[src/rtl/demux7_dist.sv]
// demux7_dist: routes one WIDTH-bit word to one of seven one-entry output slots.
// Each slot is a registered buffer with its own valid/ready handshake. Code 7 is
// illegal: such words are accepted, dropped, and flagged on err_drop.
// Optional build macro DEMUX7_DROPCNT_EN adds a saturating 8-bit drop counter;
// without it drop_cnt is tied to zero.
//
// Handshake: a transfer happens on a rising edge where valid && ready are both 1.
// Ready never depends on the matching valid. A slot holds its data stable while
// valid is high and ready is low.
module demux7_dist #(
    parameter int WIDTH = 32
) (
    input  logic                 clk,
    input  logic                 reset_n,
    input  logic                 in_valid,
    output logic                 in_ready,
    input  logic [2:0]           in_sel,
    input  logic [WIDTH-1:0]     in_data,
    output logic [6:0]           out_valid,
    input  logic [6:0]           out_ready,
    output logic [7*WIDTH-1:0]   out_data,
    output logic                 err_drop,
    output logic [7:0]           drop_cnt
);

    localparam logic [2:0] SEL_ILLEGAL = 3'b111;

    // Per-code "can take a word now". Code 7 is always ready, so the top bit is 1.
    logic [7:0] room;
    logic       illegal;
    logic       accept;

    // Ready decode: a slot can take a word if it is empty or is draining this cycle.
    always_comb begin
        room     = {1'b1, (~out_valid) | out_ready};
        in_ready = room[in_sel];
        illegal  = (in_sel == SEL_ILLEGAL);
        accept   = in_valid && in_ready;
    end

    // Per-slot valid bit and data register. A load on the same edge as a drain wins,
    // which gives one word per cycle per slot.
    for (genvar g = 0; g < 7; g++) begin : g_slot
        always_ff @(posedge clk or negedge reset_n) begin
            if (!reset_n) begin
                out_valid[g]               <= 1'b0;
                out_data[g*WIDTH +: WIDTH] <= '0;
            end else if (accept && (in_sel == 3'(g))) begin
                out_valid[g]               <= 1'b1;
                out_data[g*WIDTH +: WIDTH] <= in_data;
            end else if (out_ready[g]) begin
                out_valid[g]               <= 1'b0;
            end
        end
    end

    // One-cycle pulse for each accepted illegal-code word.
    always_ff @(posedge clk or negedge reset_n) begin
        if (!reset_n) begin
            err_drop <= 1'b0;
        end else begin
            err_drop <= accept && illegal;
        end
    end

`ifdef DEMUX7_DROPCNT_EN
    // Saturating count of dropped illegal-code words; cleared only by reset.
    always_ff @(posedge clk or negedge reset_n) begin
        if (!reset_n) begin
            drop_cnt <= 8'h00;
        end else if (accept && illegal && (drop_cnt != 8'hFF)) begin
            drop_cnt <= drop_cnt + 8'h01;
        end
    end
`else
    assign drop_cnt = 8'h00;
`endif

endmodule

[config.mk]
export PLATFORM = sky130hd
export DESIGN_NAME = demux7_dist
export DESIGN_NICKNAME = d
export VERILOG_FILES = /design/src/rtl/demux7_dist.sv
export SDC_FILE = /design/constraint.sdc
export NUM_CORES = 1
export LEC_CHECK = 0
export ABC_AREA = 1
export BUFFER_PORTS_ARGS = -buffer_cell sky130_fd_sc_hd__clkbuf_2
export CAP_MARGIN = 20
export CORE_MARGIN = 4
export CORE_UTILIZATION = 46
export CTS_CLUSTER_DIAMETER = 40
export DETAILED_ROUTE_END_ITERATION = 7
export GPL_ROUTABILITY_DRIVEN = 0
export GPL_TIMING_DRIVEN = 0
export PLACE_DENSITY_LB_ADDON = 0.08
export SLEW_MARGIN = 20
export SYNTH_ARGS = -nofsm -noshare
export SYNTH_HDL_FRONTEND = slang
export SYNTH_SLANG_ARGS = --single-unit
[constraint.sdc]
create_clock -name clk -period 1.3 [get_ports clk]
set_input_delay 0.195 -clock clk [delete_from_list [all_inputs] [get_ports clk]]
set_output_delay 0.195 -clock clk [all_outputs]
set_load 0.005 [all_outputs]
### Word level (Yosys, flattened, before mapping)

Index checks and enable logic that the tools add are counted.

| cells by class | value |
|---|---|
| add/subtract/negate cells | 0 |
| $mul | 0 |
| divide/modulo/power cells | 0 |
| magnitude comparators | 1 |
| equal/unequal tests | 7 |
| shift operators | 0 |
| mux-type cells | 16 |
| bitwise logic cells | 2 |
| reductions and logical operators | 17 |

Operators with widths:

| operator | number |
|---|---|
| 1-bit 2-to-1 mux | 15 |
| 2-bit nonzero test | 7 |
| 3-bit equality test (second input constant) | 4 |
| 1-bit logical AND | 9 |
| 7-bit inverter | 1 |
| 7-bit OR | 1 |
| 3-bit by 2-bit equality test with 1-bit output (second input constant) | 2 |
| 3-bit by 4-bit less-than comparator with 1-bit output (second input constant) | 1 |
| 1-bit binary-select mux with 3-bit select | 1 |
| 3-bit by 1-bit equality test with 1-bit output (second input constant) | 1 |
| 3-bit zero test | 1 |

| word-level totals | value |
|---|---|
| register bits after elaboration | 232 |
| latch bits | 0 |
| RAM bits | 0 |
| memory bits (read-only) | 0 |
| output and inout bits | 241 |
| word-level logic and storage cells | 58 |
| memories kept | 0 |

### Longest topological paths before layout

| logic depth | value |
|---|---|
| depth after elaboration | 7 |
| depth in mapped cells | 11 |
| mapped depth without buffers | 9 |

### Least setup slack after synthesis

No wires, ideal clock.

| path | value |
|---|---|
| path kind | reg-to-reg |
| from | reg out_valid[0] |
| to | reg out_data[130] |
| library setup time | 117 ps |
| data arrival time | 1291 ps |
| data required time | 1183 ps |
| slack | -108 ps |
| stages on the path, launching flop included | 11 |
| buffers on the path | 2 |
| clock period less this slack | 1408 ps |
| cell sequence | dfrtp_1 > inv_1 > nor2_1 > nand2_1 > nand3_1 > o21ai_1 > buf_4 > nand3_2 > buf_2 > nand2_1 > nand2_1 |

| on the way | value |
|---|---|
| cells in the longest elaborated chain, start to end | 6 |

Ends and longest elaborated chain:

| item | line | text |
|---|---|---|
| start, declared | 19 | `output logic [6:0] out_valid,` |
| start signal, assigned by index | 46 | `out_valid[g] <= 1'b0;` |
| start signal, assigned by index | 49 | `out_valid[g] <= 1'b1;` |
| start signal, assigned by index | 52 | `out_valid[g] <= 1'b0;` |
| 7-bit inverter | 35 | `room = {1'b1, (~out_valid) \| out_ready};` |
| 7-bit OR | 35 |  |
| 1-bit binary-select mux with 3-bit select | 36 | `in_ready = room[in_sel];` |
| 1-bit 2-to-1 mux (not written as such) | 36 |  |
| 1-bit logical AND | 38 | `accept = in_valid && in_ready;` |
| 1-bit logical AND | 48 | `end else if (accept && (in_sel == 3'(g))) begin` |
| end signal, assigned by index | 50 | `out_data[g*WIDTH +: WIDTH] <= in_data;` |
| end, declared | 21 | `output logic [7*WIDTH-1:0] out_data,` |

No other way between the ends. The select of a mux whose other input is x is not followed.
A chain may end at the register's enable or synchronous reset.

### Worst setup path in the final report

| path | value |
|---|---|
| from | reg out_valid[1] |
| to | reg out_data[112] |

Same word-level chain as after synthesis.

==> flow_summary.ini <==
[sta]
setup_ws_ps = -587
worst_slew_pin_slew_ps = 763
hold_violations = 68
min_period_over_period_pct = 145
setup_tns_ps = -106720
slew-limit-headroom_pct = 48.9
finalSetupViolCount = 236
min_period_ps = 1890
max_freq_ghz = 0.530
finClkSkew_ps = 14.6
whs_ps = -316
rsz0062_at_grt = yes
drv_slew = 0

[pwr]
powerDensity_nw_per_um2 = 1660
seqPwrFrac_pct = 40.6
power_frac_clock_pct = 37.9
irDropWorstVdd_mv = 1.29
power.leakage_nw = 7.70
p_int_w = 0.0173
p_switching_w = 0.00742
p_comb_share_pct = 21.5
switching_share_pct = 30.0

[cells_and_area]
drive_above_1_share_pct = 54.0
regArea_um2 = 5810
fill_cells = 1290
nNetsFinal = 1391
fin_area_um2 = 14900
post-route-util_pct = 78.1
multi_input_area_um2 = 3850
syn2layout_area_growth_pct = 64.8
diodes = 0

[worst_setup_path]
required_ps = 1720
worstRegToRegCells = 13
crit_fanout = 6
reg2reg_from = out_valid[1]
crit_start = out_valid[1]
crit_end = out_data[112]
path_delay_family = buffers and inverters
startpoint_type = flip-flop
slowest_delay_ps = 380
cp_slowest_cell = dfrtp_1
reg2reg_slack_ps = -590
cp.arrival_ps = 2310
cp_cell_sequence = inv_2, nor2_2, nand2_2, buf_6, nand2_2, nor2_4, buf_6, nand4_1, buf_4, buf_12, buf_12, buf_16, o21ai_2
cp-end-kind = flip-flop
cp_num_cells = 13
cp_num_buf_inv = 7
regToRegEndpoint = out_data[112]
crit_type = reg -> reg

[synth]
synth_warnings = 0
syn_avg_cell_area_um2 = 9.56
ys_ff_latch = 232
synth_ff_type = dfrtp_1
yosysSeqAreaShare_pct = 64.4
synth_cell_types = 19
ys_async_sr_fraction_pct = 100
syn-cell-area_um2 = 9020
synth_edf_count = 0
synth_cells = 943

[placed_design]
post-place-ws_ps = -507
place_area_um2 = 11000
dp_hpwl_um = 21100
io_buffers = 277

[floorplan]
rows = 50
initial_core_util_pct = 47.4
fp.coreArea_um2 = 19000
die-area_um2 = 21900
dieWidth_um = 148
die_y_um = 148
ioPinCount = 286

[cts]
cts_tree = yes
clkTransAtPathRegs_ps = 60
cts.sinks = 232
clockBufferDepth = 3
cts_root_buf = clkbuf_16
cts_buffers = 36
htree_levels = 2
clk_latency_ps = 500

[flow_run]
maxCapViolations = 0

[global_route]
grt_pass1_vias = 8704
grt_use_total_pct = 29.6
grt_max_degree = 85
overflow = 0
grt_antenna_before_repair = 0
grt_pass1_wl_um = 50300

[run_status]
outcome = complete, but fails checks
violations = negative hold slack, negative setup slack

[routing]
viasPerCell = 5.37
ant_nets = 0
firstDrtPassIters = 5
drc = 0
drtIter0Drc = 622
wl_per_cell_um = 21.3
vias = 8769
postRouteWirelength_um = 34700

[min_path]
hold_path.class = in -> async
## worst reg2reg max path: cells and delay by family, from the launching register on
family | cells | cell delay (ps)
compound gates | 1 | 110
buf+inv | 7 | 880
flops | 1 | 380
simple gates | 5 | 430
## flip-flops by register name (all words and copies together) (netlist names)
name / count
out_data: 224
err_drop: 1
out_valid: 7
## metrics by stage
step                total power (W)  instances
floorplan                    0.0113        950
global placement             0.0137       1487
detailed placement           0.0138       1489
CTS                          0.0238       1621
global route                 0.0258       1632
finish                       0.0247       1632
## cell usage in the layout (no fill, tap or decap), drive strengths merged
| cell type | count |
|---|---|
| nor3 | 1 |
| nand3 | 7 |
| inv | 47 |
| clkbuf | 351 |
| bufinv | 1 |
| o21ai | 134 |
| dlygate4sd3 | 11 |
| conb | 8 |
| nor2 | 14 |
| nand4 | 100 |
| clkinvlp | 3 |
| a21oi | 1 |
| clkinv | 9 |
| buf | 118 |
| dfrtp | 232 |
| nand2 | 335 |
## synthesized netlist by cell type, types with 2 or more instances
cell / instances / area share [%]
inv_1: 42 / 1.7
nand4_1: 100 / 6.9
clkbuf_1: 25 / 1.0
nand3_2: 2 / 0.22
buf_2: 38 / 2.1
nand2_1: 335 / 14
buf_6: 3 / 0.37
o21ai_0: 32 / 1.8
buf_4: 9 / 0.75
inv_2: 2 / 0.083
nor2_1: 13 / 0.54
nand3_1: 3 / 0.17
o21ai_1: 102 / 5.7
dfrtp_1: 232 / 64
## routing by layer
| layer | GRT usage (%) | vias to the layer above | part of all wire [%] | routed length [um] |
|---|---|---|---|---|
| met5 | 0 | - | 0 | 0 |
| met4 | 10.4 | 0 | 3.5 | 1220 |
| met3 | 8.03 | 86 | 8.7 | 3040 |
| met2 | 46.8 | 431 | 48 | 16700 |
| met1 | 39.7 | 4306 | 40 | 13700 |
| li1 | - | 3946 | - | - |
## cells by family (layout without fill, tap and decap cells)
| group | after synthesis | count (layout) | share of synthesized area [%] |
|---|---|---|---|
| AND/OR/NAND/NOR | 455 | 457 | 21.9 |
| flip-flops | 232 | 232 | 64.4 |
| AO/OA/AOI/OAI | 135 | 135 | 7.49 |
| buffers and inverters | 120 | 540 | 6.15 |
| other | 1 | 8 | 0.0416 |
## cell type report
class / count / area share, %
Sequential cell: 232 / 39.1
Multi-Input combinational cell: 600 / 25.9
Timing Repair Buffer: 364 / 19.0
Clock buffer: 48 / 7.05
Buffer: 68 / 4.76
Tap cell: 260 / 2.19
Inverter: 44 / 1.11
Clock inverter: 16 / 0.935
## worst min path at each step
stage / start / slack, ps / end
6_report: reset_n / -320 / out_data[103]
5_1_grt: reset_n / -270 / out_data[73]
4_1_cts: reset_n / -290 / out_data[73]
3_5_place_dp: reset_n / 220 / out_data[103]
3_3_place_gp: out_ready[4] / 380 / out_valid[4]
2_1_floorplan: reset_n / -100 / err_drop
## power groups by stage
stage	Clock, W	Sequential [W]	Combinational, W
floorplan	0	0.00977	0.00152
global placement	0	0.00971	0.00401
detailed placement	0	0.00974	0.00411
CTS	0.00939	0.00976	0.00467
global route	0.00979	0.0102	0.00579
finish	0.00936	0.0100	0.00533
## repair_timing
item | in CTS | in global routing
buffers inserted | 36 | 14
endpoints found under the setup margin | 233 | 233
pin swaps | 46 | 32
gates resized for setup | 230 | 262
endpoints found under the hold margin | 80 | 68
hold buffers | 10 | 1
cloned | 24 | 10
Note: power is estimated with default switching activity, not from simulation.
